===== config.mk =====
export PLATFORM = sky130hd
export DESIGN_NAME = water_reminder_ctrl
export DESIGN_NICKNAME = d
export VERILOG_FILES = /design/src/rtl/water_reminder_ctrl.sv
export SDC_FILE = /design/constraint.sdc
export NUM_CORES = 1
export LEC_CHECK = 0
export ABC_AREA = 1
export CORE_UTILIZATION = 35
export DETAILED_ROUTE_END_ITERATION = 8
export GPL_TIMING_DRIVEN = 0
export HOLD_SLACK_MARGIN = 0.03
export PLACE_DENSITY = 0.57
export SETUP_SLACK_MARGIN = 0.02
export SYNTH_ARGS = -nofsm -noshare
export SYNTH_HDL_FRONTEND = slang
export SYNTH_SLANG_ARGS = --single-unit

===== constraint.sdc =====
create_clock -name clk -period 2.3 [get_ports clk]
set_input_delay 0.23 -clock clk [delete_from_list [all_inputs] [get_ports clk]]
set_output_delay 0.23 -clock clk [all_outputs]
set_load 0.005 [all_outputs]

===== src/rtl/water_reminder_ctrl.sv =====
// rtl/water_reminder_ctrl.sv - hydration reminder FSM with ack sync, quiet hours and drink/missed counters
module water_reminder_ctrl #(
  parameter int ALERT_TIMEOUT_MIN = 5,
  parameter int QUIET_START_HR    = 22,
  parameter int QUIET_END_HR      = 6
) (
  input  logic       clk,
  input  logic       reset,
  input  logic       enable,
  input  logic [1:0] intervalSel,
  input  logic       ack,
  input  logic [3:0] count0,
  input  logic [3:0] count1,
  input  logic [3:0] count2,
  input  logic [3:0] count3,
  input  logic [3:0] count4,
  input  logic [3:0] count5,
  output logic       alertLed,
  output logic       buzzer,
  output logic [1:0] state,
  output logic [3:0] drinks1,
  output logic [3:0] drinks0,
  output logic [3:0] missed
);

  localparam logic [1:0] ST_IDLE  = 2'b00;
  localparam logic [1:0] ST_WAIT  = 2'b01;
  localparam logic [1:0] ST_ALERT = 2'b10;

  logic [1:0] state_q, state_d;
  logic [5:0] elapsed_q, elapsed_d;
  logic [5:0] alert_min_q, alert_min_d;
  logic [7:0] prev_sec_q;
  logic [2:0] ack_sync_q;
  logic       tone_q, tone_d;
  logic       led_q, led_d;
  logic       buz_q, buz_d;
  logic [3:0] drinks1_q, drinks1_d;
  logic [3:0] drinks0_q, drinks0_d;
  logic [3:0] missed_q, missed_d;

  logic       sec_tick, min_tick, ack_rise, quiet;
  logic [6:0] interval_min;
  logic [7:0] hour;

  // Minute-digit inputs are not needed: minute rollover is seen in the seconds digits
  logic       unused_digits;
  assign unused_digits = ^{count2, count3};

  // Tick, acknowledge-edge and quiet-hour decode from the live inputs
  always_comb begin
    sec_tick = (count0 != prev_sec_q[3:0]);
    min_tick = ({count1, count0} == 8'h00) && (prev_sec_q != 8'h00);
    ack_rise = ack_sync_q[1] & ~ack_sync_q[2];
    hour     = ({4'd0, count5} * 8'd10) + {4'd0, count4};
    quiet    = (hour >= 8'(QUIET_START_HR)) || (hour < 8'(QUIET_END_HR));
    case (intervalSel)
      2'b00:   interval_min = 7'd15;
      2'b01:   interval_min = 7'd30;
      2'b10:   interval_min = 7'd45;
      default: interval_min = 7'd60;
    endcase
  end

  // Next-state logic: enable=0 overrides everything, ack beats a coincident timeout
  always_comb begin
    state_d     = state_q;
    elapsed_d   = elapsed_q;
    alert_min_d = alert_min_q;
    tone_d      = tone_q;
    drinks1_d   = drinks1_q;
    drinks0_d   = drinks0_q;
    missed_d    = missed_q;
    if (!enable) begin
      state_d     = ST_IDLE;
      elapsed_d   = 6'd0;
      alert_min_d = 6'd0;
      tone_d      = 1'b0;
    end else begin
      case (state_q)
        ST_IDLE: begin
          state_d   = ST_WAIT;
          elapsed_d = 6'd0;
        end
        ST_WAIT: begin
          if (min_tick) begin
            if (({1'b0, elapsed_q} + 7'd1) >= interval_min) begin
              state_d     = ST_ALERT;
              elapsed_d   = 6'd0;
              alert_min_d = 6'd0;
              tone_d      = 1'b1;
            end else begin
              elapsed_d = elapsed_q + 6'd1;
            end
          end
        end
        ST_ALERT: begin
          if (sec_tick) tone_d = ~tone_q;
          if (min_tick) alert_min_d = alert_min_q + 6'd1;
          if (ack_rise) begin
            state_d     = ST_WAIT;
            alert_min_d = 6'd0;
            tone_d      = 1'b0;
            if (!(drinks1_q == 4'd9 && drinks0_q == 4'd9)) begin
              if (drinks0_q == 4'd9) begin
                drinks0_d = 4'd0;
                drinks1_d = drinks1_q + 4'd1;
              end else begin
                drinks0_d = drinks0_q + 4'd1;
              end
            end
          end else if (min_tick &&
                       (({1'b0, alert_min_q} + 7'd1) == 7'(ALERT_TIMEOUT_MIN))) begin
            state_d     = ST_WAIT;
            alert_min_d = 6'd0;
            tone_d      = 1'b0;
            if (missed_q != 4'hF) missed_d = missed_q + 4'd1;
          end
        end
        default: begin
          state_d     = ST_IDLE;
          elapsed_d   = 6'd0;
          alert_min_d = 6'd0;
          tone_d      = 1'b0;
        end
      endcase
    end
  end

  // Output logic: LED and tone only in ALERT, tone muted during quiet hours
  always_comb begin
    led_d = (state_d == ST_ALERT);
    buz_d = led_d & tone_d & ~quiet;
  end

  // State, counters, synchronizer and previous-digit registers
  always_ff @(posedge clk) begin
    if (reset) begin
      state_q     <= ST_IDLE;
      elapsed_q   <= 6'd0;
      alert_min_q <= 6'd0;
      prev_sec_q  <= 8'h00;
      ack_sync_q  <= 3'b000;
      tone_q      <= 1'b0;
      led_q       <= 1'b0;
      buz_q       <= 1'b0;
      drinks1_q   <= 4'd0;
      drinks0_q   <= 4'd0;
      missed_q    <= 4'd0;
    end else begin
      state_q     <= state_d;
      elapsed_q   <= elapsed_d;
      alert_min_q <= alert_min_d;
      prev_sec_q  <= {count1, count0};
      ack_sync_q  <= {ack_sync_q[1:0], ack};
      tone_q      <= tone_d;
      led_q       <= led_d;
      buz_q       <= buz_d;
      drinks1_q   <= drinks1_d;
      drinks0_q   <= drinks0_d;
      missed_q    <= missed_d;
    end
  end

  assign state    = state_q;
  assign alertLed = led_q;
  assign buzzer   = buz_q;
  assign drinks1  = drinks1_q;
  assign drinks0  = drinks0_q;
  assign missed   = missed_q;

endmodule


# [Word level (Yosys, flattened, before mapping)]
# Index checks and enable logic that the tools add are counted.
[op_classes] reduce_logical=14 n_div=0 shifts=0 n_mux=24 eq_ne=13 mul=1 bitwise=11 order_cmp=3 add_sub_neg=8
[op_table] cell="$mux 6" n=7
[op_table] cell="$pmux 6 s3" n=2
[op_table] cell="$add 6x1->7 const B" n=2
[op_table] cell="$add 4x1->4 const B" n=3
[op_table] cell="$add 6x1->6 const B" n=2
[op_table] cell="$pmux 6 s2" n=1
[op_table] cell="$mux 2" n=5
[op_table] cell="$reduce_and 5->1" n=2
[op_table] cell="$add 8x4->8" n=1
[op_table] cell="$eq 4x4->1 const B" n=2
[op_table] cell="$ge 8x5->1 const B" n=1
[op_table] cell="$logic_not 8->1" n=1
[op_table] cell="$lt 8x3->1 const B" n=1
[op_table] cell="$ne 4x4->1 const B" n=2
[op_table] cell="$not 1->1" n=8
[op_table] cell="$reduce_and 4->1" n=2
[op_table] cell="$reduce_bool 8->1" n=1
[op_table] cell="$eq 7x3->1 const B" n=1
[op_table] cell="$ge 7x7->1" n=1
[op_table] cell="$mul 4x3->7 const B" n=1
[op_table] cell="$eq 2x2->1 const B" n=3
[op_table] cell="$mux 1" n=6
[op_table] cell="$pmux 2 s3" n=1
[op_table] cell="$eq 2x1->1 const B" n=2
[op_table] cell="10 further kinds" n=16
[word_totals] latch_bits=0 mem_count=0 out_inout_bits=16 in_bits=30 mem_bits_rw=0 reg_bits=40 rom_bits=0 wordCells=85

# [Longest topological paths before layout]
# Gate-level depths: netlist of run 1.
[depth] depth_word=10 mapped_depth=16 depth_no_buf=16

# [Worst setup path after synthesis of run 1]
# OpenSTA, ideal clock, no wires.
[synth_path] path_type="reg-to-reg" startpoint="register elapsed_q[0]" endpoint="register alert_min_q[3]" synth_period_minus_slack_ns=1.944 arrival_ns=1.830 setup_ns=0.114 t_required_ns=2.186 path_slack_ns=0.356 path_buffers=0 stages_incl_launch_ff=14 path_cell_list="dfxtp_1 > ha_1 > inv_1 > o21ai_0 > nand2_1 > inv_1 > ha_1 > nand2_1 > a21oi_1 > nand3_2 > nand4_4 > nand3_4 > nor2_1 > nor2_2"
[synth_via] elab_chain_len=4
[synth_rtl] item="start, declared" line_no="31" rtl="logic [5:0] elapsed_q, elapsed_d;"
[synth_rtl] item="start signal, assigned" line_no="152" rtl="elapsed_q <= elapsed_d;"
[synth_rtl] item="$add 6x1->7" line_no="87" rtl="if (({1'b0, elapsed_q} + 7'd1) >= interval_min) begin"
[synth_rtl] item="$ge 7x7->1" line_no="87"
[synth_rtl] item="$ne 2x2->1 (no source line)"
[synth_rtl] item="$reduce_and 4->1 (no source line)"
[synth_rtl] item="end signal, assigned" line_no="153" rtl="alert_min_q <= alert_min_d;"
[synth_rtl] item="end, declared" line_no="32" rtl="logic [5:0] alert_min_q, alert_min_d;"
# No other way between the ends.
# A chain may end at the register's enable or synchronous reset.

# [Final worst setup path of run 1]
[layout_path] startpoint="register elapsed_q[0]" endpoint="register alert_min_q[4]"
# The elaborated chain is that of the path after synthesis.

==> results_dict.tcl, run 1 <==
set metrics [dict create \
    drt-total-wl_um 5286 \
    clk_latency_ns 0.30 \
    syn-num-nets 417 \
    p_sw_mw 0.3673 \
    skew_ns 0.01122 \
    postCtsHoldBufs 0 \
    wire_per_inst_um 10.39 \
    synthMuxAreaShare 0 \
    die_h_um 87.86 \
    io_pins 46 \
    antenna_cells 0 \
    synth_edf_count 0 \
    drive_above_1_share 0.1259 \
    yosys.area_share.simple 0.3589 \
    grt_pass1_vias 2255 \
    setup_viol 0 \
    p_int_mw 0.9988 \
    areaGrowthSynthToFinish_pct 24.30 \
    timing.critical_path.buf_inv 2 \
    dieArea_mm2 0.007719 \
    drtAntennaViolNets 0 \
    dp.cells 500 \
    cts_tree "built" \
    synthTopCellsByCount "inv_1 (70), nand2_1 (63), nor2_1 (47), dfxtp_1 (40), nand3_1 (23)" \
    synth-adder-area-share 0.09796 \
    period_needed_ns 2.093 \
    fmax_ghz 0.4778 \
    avgViaCountPerCell 4.527 \
    clkTransAtPathRegs_ns 0.08 \
    async_flop_share 0 \
    cts_root_buf "clkbuf_8" \
    status "finished clean" \
    antenna_found_initial 0 \
    clock_path_buffers 2 \
    cp-start-kind "flip-flop" \
    pwr-share-comb 0.129 \
    clock_sinks 40 \
    die_w_um 87.86 \
    path_class "flip-flop to flip-flop" \
    pwr-share-seq 0.517 \
    worst_ep_required_time_ns 2.49 \
    detail_route.iter0.violations 66 \
    path_cells "ha_4, inv_1, o21ai_0, nand2_1, inv_1, ha_1, nand2_1, a21oi_2, nand3_2, nand4_4, nand3_4, a21oi_1, nor2_1" \
    p_per_area_mw_per_mm2 426.0 \
    crit_family "simple AND/OR/NAND/NOR gates" \
    numCtsBuffers 5 \
    synth_cells 368 \
    grt_pass1_wl_um 9611 \
    p_leak_nw 1.383 \
    synth_top_area_frac 0.3104 \
    tightestPinTransition_ns 0.5779 \
    fin_area_mm2 0.003207 \
    vias 2304 \
    synth_top_family_by_area "simple AND/OR/NAND/NOR gates" \
    slowest_stage "dfxtp_4" \
    placed_cell_area_mm2 0.003060 \
    post-synth-top-count-cell "inv_1" \
    rsz0062_at_grt "false" \
    synth_compound_area_frac 0.07808 \
    num_rows 30 \
    drc 0 \
    ir_drop_v 0.0001890 \
    cts_max_level 2 \
    cap_viol_max_count 0 \
    hold_viol_final 0 \
    max_slew_margin 0.6147 \
    yosys.area.top_type "dfxtp_1" \
    worst_setup_path_end_kind "flip-flop" \
    grt_usage 0.1576 \
    grt_max_degree 15 \
    max_stage_delay_ns 0.37 \
    syn-cell-area_mm2 0.002580 \
    syn_avg_cell_area_um2 7.011 \
    switching_share 0.2689 \
    hold_path_class "flip-flop to flip-flop" \
    post-route-period-util 0.9100 \
    final_cells 509 \
    dr.pass1.iters 4 \
    p_clk_frac 0.354 \
    timing.final.max_slew_violations 0 \
    grt.overflow.total 0 \
    synth_area_leaders "dfxtp_1 (31%), inv_1 (10%), nand2_1 (9.2%), ha_1 (8.2%), nor2_1 (6.8%)" \
    design.core.area_mm2 0.006944 \
    synth_seq_area_share 0.3104 \
    synth_cell_types 35 \
    gp_congestion 0.7768 \
    cp_max_fo 8 \
    ys.warnings.count 0 \
    dp_hpwl_um 4188 \
    final_nets 461 \
    portBuffers 36 \
    arrival_ns 2.29 \
    initial_utilization 0.3715 \
    ys_seq_elements 40 \
    synth-xor-area-share 0.04413 \
    synthFlopType "dfxtp_1" \
]
==> cell families (layout without fill, tap and decap cells) <==
group,after synthesis,in the layout
AND/OR/NAND/NOR,183,183
AO/OA/AOI/OAI,37,37
flip-flops,40,40
buffers and inverters,76,121
XOR/XNOR,13,13
adder cells (fa/ha/maj),19,19
==> power by group through the flow <==
stage	clock [mW]	combinational (mW)	sequential, mW
final	0.483	0.177	0.707
after global routing	0.530	0.205	0.708
after CTS	0.506	0.178	0.708
after detailed placement	0	0.177	0.724
after global placement	0	0.174	0.724
after floorplan	0	0.110	0.723
==> worst register-to-register path, cell delays in order (launching register included) <==
cell and delay (ns):
dfxtp_4 0.37, ha_4 0.18, inv_1 0.08, o21ai_0 0.09
nand2_1 0.11, inv_1 0.05, ha_1 0.28, nand2_1 0.06
a21oi_2 0.12, nand3_2 0.15, nand4_4 0.16, nand3_4 0.13
a21oi_1 0.15, nor2_1 0.05
==> layout by cell type, fill, tap and decap left out, drive strengths merged, types with 15 or more instances in the layout <==
| master | Yosys | final |
|---|---|---|
| clkdlybuf4s50 | 0 | 34 |
| inv | 72 | 73 |
| a21oi | 18 | 18 |
| nand2 | 70 | 70 |
| nand3 | 28 | 28 |
| nor2 | 57 | 57 |
| ha | 17 | 17 |
| dfxtp | 40 | 40 |
| o21ai | 15 | 15 |
==> layout make-up <==
cell class / count / area (um^2)
Fill cell: 702 / 3737
Multi-Input combinational cell: 252 / 1530
Sequential cell: 40 / 808.3
Timing Repair Buffer: 37 / 372.9
Inverter: 73 / 274.0
Tap cell: 96 / 120.1
Clock buffer: 5 / 68.82
Clock inverter: 3 / 21.27
Buffer: 3 / 11.26
==> flip-flops by register name (all words and copies together), names as in the netlist <==
signal and cells:
alert_min_q 6, drinks1 4, alertLed 1, missed 4
buzzer 1, elapsed_q 6, ack_sync_q 3, prev_sec_q 8
drinks0 4, tone_q 1, state 2
==> through the flow <==
step                hold WS, ns  total power, mW  worst slack, ns  utilization  TNS (ns)
floorplan                0.3370           0.8331           0.3556            -         0
detailed placement       0.3920           0.9009          -0.2204       0.4407   -0.2204
CTS                      0.4034            1.391          0.06441       0.4537         0
finish                   0.4034            1.366           0.2069       0.4618         0
global route             0.4312            1.443          0.03025       0.4618         0
global placement         0.3892           0.8979          -0.1829       0.4407   -0.1829
==> layer usage <==
| layer | global-route usage | routed length, um | up-vias |
|---|---|---|---|
| met1 | 0.1936 | 2601 | 1021 |
| met3 | 0.03676 | 177 | 6 |
| met5 | 0 | 0 | - |
| met2 | 0.2650 | 2422 | 29 |
| li1 | - | - | 1248 |
| met4 | 0.06408 | 85 | 0 |
==> final timing paths <==
check                     start              to  slack (ns)  cells after the start
setup / recovery   elapsed_q[0]  alert_min_q[4]        0.21                     13
hold / removal    ack_sync_q[0]   ack_sync_q[1]        0.40                      2
setup reg to reg   elapsed_q[0]  alert_min_q[4]        0.21                     13
hold reg to reg   ack_sync_q[0]   ack_sync_q[1]        0.40                      2
==> what timing repair did <==
item | in CTS | in global routing
setup endpoints to repair | 0 | 16
resized for setup | 0 | 14
setup buffers | 0 | 1
(Power assumes the default switching activity.)
==> inputs of run 2 (changes only) <==
PLACE_DENSITY = 0.59   (was 0.57)
clock period = 1.8 ns   (was 2.3 ns; I/O delays follow)
==> results_dict.tcl, run 2 (synthesized netlist as in run 1, its figures left out) <==
set metrics [dict create \
    status "finished with violations" \
    violations "setup timing" \
    detail_route.iter0.violations 41 \
    dieArea_mm2 0.007719 \
    layout_commonest_cell "inv_1" \
    worst_ep_required_time_ns 2.03 \
    clk_latency_ns 0.30 \
    post-route-period-util 1.129 \
    tightestPinTransition_ns 0.5754 \
    cts_max_level 2 \
    num_rows 30 \
    regMostFlops "prev_sec_q" \
    grt_pass1_wl_um 9349 \
    die_h_um 87.86 \
    clock_path_buffers 2 \
    drc 0 \
    antenna_cells 0 \
    clkTransAtPathRegs_ns 0.08 \
    hp-start "ack_sync_q[0]" \
    fin_ws_ns -0.2320 \
    crit-reg2reg-launch "elapsed_q[3]" \
    numCtsBuffers 5 \
    p_per_area_mw_per_mm2 546.6 \
    drt-total-wl_um 5433 \
    avgViaCountPerCell 4.574 \
    ir_drop_v 0.0003067 \
    skew_ns 0.004560 \
    worst-r2r-setup-slack_ns -0.23 \
    post-route-util 0.4897 \
    gp_congestion 0.7416 \
    cap_viol_max_count 0 \
    rr_endpoint "alert_min_q[2]" \
    clock_sinks 40 \
    grt_pass1_vias 2202 \
    antenna_found_initial 0 \
    vias 2360 \
    wire_per_inst_um 10.53 \
    fillers 701 \
    reg_top3 "prev_sec_q: 8 flops, alert_min_q: 6 flops, elapsed_q: 6 flops" \
    regArea_um2 822.0 \
    final_nets 468 \
    cp-start-kind "flip-flop" \
    areaGrowthSynthToFinish_pct 31.81 \
    grt.overflow.total 0 \
    fmax_ghz 0.4921 \
    p_clk_frac 0.393 \
    cp_max_fo 8 \
    placed_cell_area_mm2 0.003094 \
    p_sw_mw 0.4653 \
    setup_viol 17 \
    postCtsHoldBufs 0 \
    cts_tree "built" \
    p_int_mw 1.394 \
    rsz0062_at_grt "true" \
    hold_path_class "flip-flop to flip-flop" \
    p_total_mw 1.859 \
    drive_above_1_share 0.2119 \
    dp_hpwl_um 4104 \
    hold_viol_final 0 \
    rr_worst_depth 12 \
    drtAntennaViolNets 0 \
    io_pins 46 \
    arrival_ns 2.26 \
    period_needed_ns 2.032 \
    grt_usage 0.1534 \
    design.core.area_mm2 0.006944 \
    p_leak_nw 1.430 \
    multi_input_area_mm2 0.001629 \
    worst_setup_path_end_kind "flip-flop" \
    dr.pass1.iters 4 \
    whs_ns 0.4017 \
    portBuffers 36 \
    switching_share 0.2503 \
    grt_max_degree 14 \
    holdPathStages 2 \
    max_slew_margin 0.6164 \
    timing.final.max_slew_violations 0 \
    largest_reg_flops 8 \
    final_cell_mix "inv_1 (65), nand2_1 (54), nor2_1 (44)" \
    pwr-share-comb 0.125 \
    die_w_um 87.86 \
    initial_utilization 0.3715 \
    fin_area_mm2 0.003401 \
    holdPathEnd "ack_sync_q[1]" \
    path_class "flip-flop to flip-flop" \
    cts_root_buf "clkbuf_8" \
    pwr-share-seq 0.482 \
]
==> run 2: layer usage <==
metal	up-vias	global-route usage	wire length [um]
met4	0	0.04024	56
met1	1061	0.1919	2574
met2	27	0.2593	2606
met3	6	0.04241	196
li1	1266	-	-
met5	-	0	0
==> run 2: stage by stage <==
step / TNS [ns] / setup slack (ns) / cells
after floorplan: -0.08202 / -0.02256 / 368
after global placement: -4.799 / -0.6885 / 500
after detailed placement: -5.304 / -0.7018 / 500
after CTS: -3.176 / -0.2424 / 513
after global routing: -5.644 / -0.4050 / 516
final: -3.017 / -0.2320 / 516
==> run 2: worst max-delay path by stage <==
stage	startpoint	end	slack [ns]
after floorplan	elapsed_q[2]	alert_min_q[1]	-0.02
after global placement	count5[1]	buzzer	-0.69
after detailed placement	count5[1]	buzzer	-0.70
after CTS	elapsed_q[0]	elapsed_q[3]	-0.24
after global routing	elapsed_q[3]	tone_q	-0.41
final	elapsed_q[3]	alert_min_q[2]	-0.23
==> run 2: worst max-delay path, stage by stage (launching register included) <==
cell     delay (ns)
dfxtp_4        0.38
nand4_1        0.12
nor2_1         0.16
xor2_1         0.11
ha_1           0.32
nand2_1        0.06
a21oi_2        0.13
nand3_2        0.15
nand4_4        0.16
nand3_4        0.15
nand2_1        0.10
nand2_1        0.05
nor2_1         0.07
==> run 2: area by class of cell <==
type / instances / share of cell area
plain buffers: 3 / 0.003311
flip-flops and latches: 40 / 0.2417
inverters: 73 / 0.08057
clock inverters: 1 / 0.002575
well taps: 96 / 0.03532
clock buffers: 7 / 0.03164
multi-input cells: 252 / 0.4790
repair buffers: 44 / 0.1258
==> run 2: power by group through the flow <==
stage                     registers [mW]  clock network (mW)  logic [mW]
after floorplan                    0.922                   0       0.142
after global placement             0.924                   0       0.222
after detailed placement           0.924                   0       0.226
after CTS                          0.898               0.752       0.229
after global routing               0.899               0.789       0.268
final                              0.897               0.730       0.232
==> run 2: repair_timing <==
action | CTS | global route
pin swaps | 15 | 20
gates resized for setup | 14 | 28
buffers inserted | 5 | 3
gates cloned | 0 | 0
setup endpoints to repair | 19 | 25
endpoints found under the hold margin | 0 | 0
